--- src/rtl/mem_arb_pkg.sv ---
// Shared constants and tag type for the RAM read-port arbiter.
// Tag ids are sized for the largest supported requester count.
package mem_arb_pkg;
  localparam int DEF_NUM_REQ = 4;
  localparam int DEF_ADDR_W  = 64;
  localparam int DEF_DATA_W  = 64;
  localparam int DEF_RD_LAT  = 1;
  localparam int MAX_REQ     = 8;
  localparam int ID_W        = $clog2(DEF_NUM_REQ);
  localparam int TAG_ID_W    = $clog2(MAX_REQ);

  typedef struct packed {
    logic                valid;
    logic [TAG_ID_W-1:0] id;
  } tag_t;
endpackage

--- src/rtl/rr_arbiter.sv ---
// Round-robin one-hot grant with last-grant pointer register.
// Search begins one past the pointer; pointer moves only on adv.
module rr_arbiter #(
  parameter int N    = 4,
  parameter int ID_W = $clog2(N)
) (
  input  logic            clk,
  input  logic            rst,
  input  logic [N-1:0]    req,
  input  logic            adv,
  output logic [N-1:0]    grant,
  output logic [ID_W-1:0] grant_id
);
  logic [ID_W-1:0] ptr;
  logic [ID_W-1:0] idx;
  logic            found;

  always_comb begin
    grant    = '0;
    grant_id = '0;
    found    = 1'b0;
    idx      = '0;
    for (int k = 1; k <= N; k++) begin
      idx = ID_W'((int'(ptr) + k) % N);
      if (!found && req[idx]) begin
        found       = 1'b1;
        grant[idx]  = 1'b1;
        grant_id    = idx;
      end
    end
  end

  always_ff @(posedge clk or posedge rst) begin
    if (rst) begin
      ptr <= ID_W'(N - 1);
    end else if (adv) begin
      ptr <= grant_id;
    end
  end
endmodule

--- src/rtl/mem_read_arbiter.sv ---
// Shares one RAM read port among NUM_REQ requesters, returning tagged data.
// Define MEM_ARB_PRIO_EN to give requester 0 strict priority.
module mem_read_arbiter
  import mem_arb_pkg::*;
#(
  parameter int NUM_REQ = DEF_NUM_REQ,
  parameter int ADDR_W  = DEF_ADDR_W,
  parameter int DATA_W  = DEF_DATA_W,
  parameter int RD_LAT  = DEF_RD_LAT
) (
  input  logic                      clk,
  input  logic                      rst,
  input  logic [NUM_REQ-1:0]        req_valid,
  input  logic [NUM_REQ*ADDR_W-1:0] req_addr,
  output logic [NUM_REQ-1:0]        req_ready,
  output logic [NUM_REQ-1:0]        rsp_valid,
  output logic [DATA_W-1:0]         rsp_data,
  output logic [ADDR_W-1:0]         mem_addr,
  input  logic [DATA_W-1:0]         mem_data
);
  localparam int LID_W = $clog2(NUM_REQ);

  logic [NUM_REQ-1:0] arb_req;
  logic [NUM_REQ-1:0] arb_grant;
  logic [NUM_REQ-1:0] grant;
  logic [LID_W-1:0]   arb_id;
  logic [LID_W-1:0]   grant_id;
  logic               arb_adv;
  logic               fire;
  logic [ADDR_W-1:0]  addrs [NUM_REQ];
  tag_t               nxt_tag;
  tag_t               out_tag;
  tag_t [RD_LAT:0]    tags;

  rr_arbiter #(
    .N    (NUM_REQ),
    .ID_W (LID_W)
  ) u_rr (
    .clk      (clk),
    .rst      (rst),
    .req      (arb_req),
    .adv      (arb_adv),
    .grant    (arb_grant),
    .grant_id (arb_id)
  );

`ifdef MEM_ARB_PRIO_EN
  // Requester 0 bypasses the rotation and never moves the pointer.
  assign arb_req = req_valid & {{(NUM_REQ-1){1'b1}}, 1'b0};
  assign arb_adv = fire & ~req_valid[0];

  always_comb begin
    if (req_valid[0]) begin
      grant    = NUM_REQ'(1);
      grant_id = '0;
    end else begin
      grant    = arb_grant;
      grant_id = arb_id;
    end
  end
`else
  assign arb_req  = req_valid;
  assign arb_adv  = fire;
  assign grant    = arb_grant;
  assign grant_id = arb_id;
`endif

  assign req_ready = grant;
  assign fire      = |grant;

  always_comb begin
    for (int i = 0; i < NUM_REQ; i++) begin
      addrs[i] = req_addr[i*ADDR_W +: ADDR_W];
    end
  end

  always_comb begin
    nxt_tag       = '0;
    nxt_tag.valid = fire;
    nxt_tag.id    = TAG_ID_W'(grant_id);
  end

  assign out_tag = tags[RD_LAT];

  always_ff @(posedge clk or posedge rst) begin
    if (rst) begin
      mem_addr  <= '0;
      tags      <= '0;
      rsp_valid <= '0;
      rsp_data  <= '0;
    end else begin
      if (fire) begin
        mem_addr <= addrs[grant_id];
      end
      tags <= {tags[RD_LAT-1:0], nxt_tag};
      if (out_tag.valid) begin
        rsp_valid <= NUM_REQ'(1) << out_tag.id;
        rsp_data  <= mem_data;
      end else begin
        rsp_valid <= '0;
      end
    end
  end
endmodule

--- config.mk ---
export PLATFORM = sky130hd
export DESIGN_NAME = mem_read_arbiter
export DESIGN_NICKNAME = d
export VERILOG_FILES = /design/src/rtl/mem_arb_pkg.sv /design/src/rtl/rr_arbiter.sv /design/src/rtl/mem_read_arbiter.sv
export SDC_FILE = /design/constraint.sdc
export NUM_CORES = 1
export LEC_CHECK = 0
export CAP_MARGIN = 5
export CORE_AREA = 3 3 179 181
export CTS_CLUSTER_SIZE = 40
export DETAILED_ROUTE_END_ITERATION = 10
export DIE_AREA = 0 0 182 184
export HOLD_SLACK_MARGIN = 0.12
export SKIP_LAST_GASP = 1
export SLEW_MARGIN = 10
export SYNTH_ARGS = -nofsm -noshare
export SYNTH_HDL_FRONTEND = slang
export SYNTH_SLANG_ARGS = --single-unit
--- constraint.sdc ---
create_clock -name clk -period 7.45 [get_ports clk]
set_input_delay 2.235 -clock clk [delete_from_list [all_inputs] [get_ports clk]]
set_output_delay 2.235 -clock clk [all_outputs]
set_load 0.01 [all_outputs]
# Word level (Yosys, flattened, before mapping)

Cells that the tools add are included.

Bits of input ports: 326
Word-level logic and storage cells: 68
Output and inout port bits: 136
Bits in registers: 140

Order comparisons: 9
Add/sub/neg operators: 4
Reductions and logical operators: 11
Bitwise operators: 4
Shift operators: 1
Mux-type cells: 31

Operator list:

| operator              | number |
|---|---|
| $bmux W64 S2          | 1 |
| $mux W64              | 2 |
| $mux W4               | 5 |
| $lt A2 B3 Y1 const B  | 4 |
| $or A4 B4 Y4          | 3 |
| $mux W1               | 11 |
| $bmux W1 S2           | 4 |
| $demux W1 S2          | 4 |
| $ge A2 B1 Y1 const B  | 4 |
| $mux W2               | 4 |
| $logic_and A1 B1 Y1   | 7 |
| $add A2 B1 Y2 const B | 2 |
| $add A2 B2 Y2 const B | 2 |
| $reduce_or A4 Y1      | 1 |
| $shl A1 B2 Y4 const A | 1 |
| $ge A3 B3 Y1 const B  | 1 |
| $logic_not A1 Y1      | 3 |
| $not A2 Y3            | 1 |

# Logic depth before layout (Yosys ltp)

Depth in word-level cells: 17
Mapped depth: 13
Depth with buffers taken out: 9

# Hierarchy

From an unflattened synthesis, not the netlist that was laid out.

Cells, all modules: 434
Area, all modules: 7144.4 sq um

Modules (own cells, without submodules):

| module           | times used | cells each | seq. area each (sq um) | area each (sq um) |
|---|---|---|---|---|
| mem_read_arbiter | 1          | 367        | 3453.3                 | 6576.3 |
| rr_arbiter       | 1          | 67         | 52.6                   | 568.0 |

# Least setup slack after synthesis

Ideal clock, no wire load.

Path kind: input port to output port
From: in req_valid[0]
To: out req_ready[3]
Slack: 1.101 ns
Stages on the path: 8
Buffers on the path: 3
Required time: 5.215 ns
Arrival time: 4.114 ns
Path through: buf_2 > mux4_2 > nor2b_2 > a22o_1 > mux2i_1 > buf_2 > buf_1 > nand2_1

Longest elaborated chain between the ends: 12
Elaborated cells on any way between the ends: 24
Classes of those cells: mux (15); bitwise (3); reduce/logical (6)

Ends and longest elaborated chain:

| what                          | RTL line               | RTL |
|---|---|---|
| start: declaration            | mem_read_arbiter.sv:13 | `input logic [NUM_REQ-1:0] req_valid,` |
| $bmux W1 S2                   | rr_arbiter.sv:25       | `if (!found && req[idx]) begin` |
| $mux W1 (not written as such) | rr_arbiter.sv:25       |  |
| $mux W1                       | rr_arbiter.sv:25       |  |
| $logic_not A1 Y1              | rr_arbiter.sv:25       |  |
| $logic_and A1 B1 Y1           | rr_arbiter.sv:25       |  |
| $mux W1                       | rr_arbiter.sv:25       |  |
| $logic_not A1 Y1              | rr_arbiter.sv:25       |  |
| $logic_and A1 B1 Y1           | rr_arbiter.sv:25       |  |
| $mux W1                       | rr_arbiter.sv:25       |  |
| $logic_not A1 Y1              | rr_arbiter.sv:25       |  |
| $logic_and A1 B1 Y1           | rr_arbiter.sv:25       |  |
| $mux W4 (*)                   | rr_arbiter.sv:25       |  |
| end: declaration              | mem_read_arbiter.sv:15 | `output logic [NUM_REQ-1:0] req_ready,` |

Every way passes the cells marked *; elsewhere a longest branch is shown, timed or not. The select of a mux whose other input is x is not followed.

# Worst setup path in the final report

From: in req_valid[2]
To: out req_ready[1]

Same word-level chain as after synthesis.

==> results.md <==
- DP Worst Slack: 467 ps
- WP depth: 5
- Critical path endpoint category: output pin
- Seq/Total Area, Yosys: 43.1%
- Tightest Pin Transition: 924 ps
- Syn-to-layout area delta: 66.7%
- Worst R2R Setup Slack: 2620 ps
- Worst hold stages: 0
- Layout cells sized above 1: 15.2%
- Ant. Diodes: 0
- WL final: 33800 um
- Synth area leader: dfrtp_1
- Clock root cell: clkbuf_16
- Gp weighted congestion: 0.789
- Leakage power: 0.00539 uW
- Final worst slack: 456 ps
- Drt wl/cell: 21.6 um
- Slew margin rel.: 38.4%
- Via-per-instance ratio: 5.04
- Number of global-route vias before repair: 7979
- WP buf/inv: 2
- Outcome: finished clean
- Hold EP: out_tag[0]$_DFF_PP0_
- Cell Area, Synth: 8130 um^2
- Core ar.: 30600 um^2
- Pwr dens: 516 nW/um^2
- CP Data Arrival Time: 4760 ps
- Worst-path fanout max: 10
- Mean Syn Cell Area: 10.8 um^2
- Hold_buf cts: 0
- Crit share post-route: 93.9%
- Top-area cell type share of the netlist area: 42.5%
- # rows: 64
- Syn nets: 1084
- Critical Path Source Type: primary input
- Fin nets: 1488
- Main synth FF type: dfrtp_1
- Fin. max-slew vios: 0
- Hold Path Origin: tags[0]$_DFF_PP0_
- EDFF count, synth: 0
- Share of synthesized flip-flops with an asynchronous set or reset: 100%
- Met3 WL: 2560 um
- Clock transition at path regs: 60 ps
- RSZ-0062 raised after global routing: false
- Skew-Pair Late Insertion Delay: 420 ps
- Met2 wire len: 16600 um
- DR top layer: met5
- Non-filler cells, final: 1563
- WL met1: 14100 um
- Slowest cell on crit path: mux4_2
- Antenna-violating nets left: 0
- Seq cells post-synth: 140
- Setup bufs post-CTS: 0
- TNS Setup: 0 ps
- Starting Density: 26.6%
- Gr ovfl total: 0
- Min Tclk post-route: 6990 ps
- Largest net degree at the start of global routing: 129
- Final Util: 44.3%
- Reg-to-reg startpoint: u_rr.ptr[0]$_DFFE_PP1P_
- Post-CTS resize count: 0
- Final Hold Viols: 0
- Synth top area cells: dfrtp_1, and3_1, mux2_2
- Hold Path Class: flop to flop
- Required @ worst endpoint: 5220 ps
- R2r endpoint: mem_addr[19]$_DFFE_PP0P_
- Critical path's top delay family: buffers and inverters
- Critical path class: primary input to output pin
- Total Routing Usage GR: 19.3%
- Clock Skews: 15.2 ps
- Fmax: 0.143 GHz
- First-pass GRT wire length: 50100 um
- Mapped Cells: 750
- CP Cell Sequence: clkdlybuf4s50_1 -> mux4_2 -> nor4b_4 -> a21o_1 -> clkdlybuf4s50_1
- Synth cell types: 44
- Die X: 182 um
- Port buffer count: 461
- Hpwl dp: 23800 um
- R2R depth: 9
- DRT iter0 DRCs: 316
- Maximum vdd drop: 0.509 mV
- H-tree level count: 4
- IO Pins: 462
- Die Area: 33500 um^2
- Initial antenna violation count: 1
- Most frequent CP cell: clkdlybuf4s50_1
- CTS Buf Count: 17
- Worst path max stage delay: 680 ps
- Pre-antenna DRT Iters: 4
- Clk buf depth: 2
- Post-Place Cells: 1531
- Die height: 184 um
- Max cap viols: 0
- TritonCTS clock tree: done
- Num Clock Sinks: 140
- Ys Warns: 0
- # DRC: 0
- Final setup violation count: 0
- Vias: 7877
-- layout make-up --
| type | count | area, um^2 |
|---|---|---|
| clock buffers | 17 | 425 |
| clock inverters | 15 | 171 |
| well taps | 396 | 495 |
| multi-input cells | 513 | 4160 |
| repair buffers | 475 | 4760 |
| flip-flops and latches | 140 | 3510 |
| inverters | 7 | 35.0 |
| fillers | 2910 | 17000 |
-- power by group --
part | switching, uW | internal (uW) | total (uW)
Clock | 409 | 480 | 889
Sequential | 173 | 1130 | 1310
Combinational | 2780 | 2020 | 4800
-- layer usage --
metal  up-vias  global-route usage (%)
li1       3701                       -
met1      3817                    24.2
met2       328                    33.0
met3        29                    5.44
met4         2                    4.63
met5         -                       0
-- layout by cell type, fill, tap and decap left out, types with 2 or more instances in the layout --
cell             synthesis  final
clkinv_2                 0      2
dfrtp_1                138    137
nand3_1                 66     66
mux4_2                   4      4
buf_4                    9     11
a211oi_2                50     50
mux2i_1                  4      3
nor2b_1                  5      5
o31ai_1                 64     64
clkbuf_16                0     17
dfstp_2                  2      2
inv_8                    0      4
mux2_2                  64     64
ha_1                     8      8
inv_6                    0      6
nand2_1                  3      3
clkinvlp_4               0      2
buf_12                   0      3
nand2b_1                 2      2
a211oi_1                78     78
nand3b_1                 3      3
a21oi_1                  7      7
clkinv_8                 0      2
nor3b_1                  2      2
a21o_1                   4      4
clkdlybuf4s50_1          0    461
and3_1                 129    129
inv_1                    5      4
-- logic make-up (layout without fill, tap and decap cells) --
kind of cell    count (synthesis)  count (layout)  share of synthesized area [%]
fa+ha+maj                       8               8                           1.23
compound gates                215             215                           22.8
mux                            72              72                           10.5
buf+inv                        97             514                           6.22
flops                         140             140                           43.1
simple gates                  218             218                           16.1
-- flip-flops by register name, indices dropped and copies added (netlist names) --
signal / cells
mem_addr: 64
out_tag: 3
rsp_data: 64
rsp_valid: 4
tags: 3
u_rr.ptr: 2
-- through the flow --
stage / total power, uW / instance area [um^2] / hold slack [ps]
after floorplan: 4550 / 8130 / 331
after global placement: 6170 / 12900 / 336
after detailed placement: 6230 / 12900 / 339
after CTS: 7150 / 13500 / 354
after global routing: 7530 / 13500 / 359
final: 6990 / 13500 / 350
-- how the worst max path moves through the flow --
| stage | startpoint | endpoint | slack [ps] |
|---|---|---|---|
| 2_1_floorplan | req_valid[0] | req_ready[3] | 1100 |
| 3_3_place_gp | req_valid[2] | req_ready[0] | 510 |
| 3_5_place_dp | req_valid[2] | req_ready[0] | 470 |
| 4_1_cts | req_valid[2] | req_ready[0] | 460 |
| 5_1_grt | req_valid[2] | req_ready[2] | 310 |
| 6_report | req_valid[2] | req_ready[1] | 460 |
-- cells in the mapped netlist (all sizes together), types with 2 or more instances --
| library cell | n |
|---|---|
| mux2 | 64 |
| nor2b | 6 |
| ha | 8 |
| a21o | 4 |
| a21oi | 7 |
| inv | 7 |
| mux4 | 4 |
| and3 | 129 |
| nand3b | 3 |
| dfrtp | 138 |
| o31ai | 65 |
| nand2b | 2 |
| o21ai | 2 |
| nand2 | 3 |
| mux2i | 4 |
| a211oi | 128 |
| clkbuf | 42 |
| and2 | 2 |
| dfstp | 2 |
| nand3 | 66 |
| nor3b | 2 |
| buf | 48 |
(Power assumes the default switching activity.)
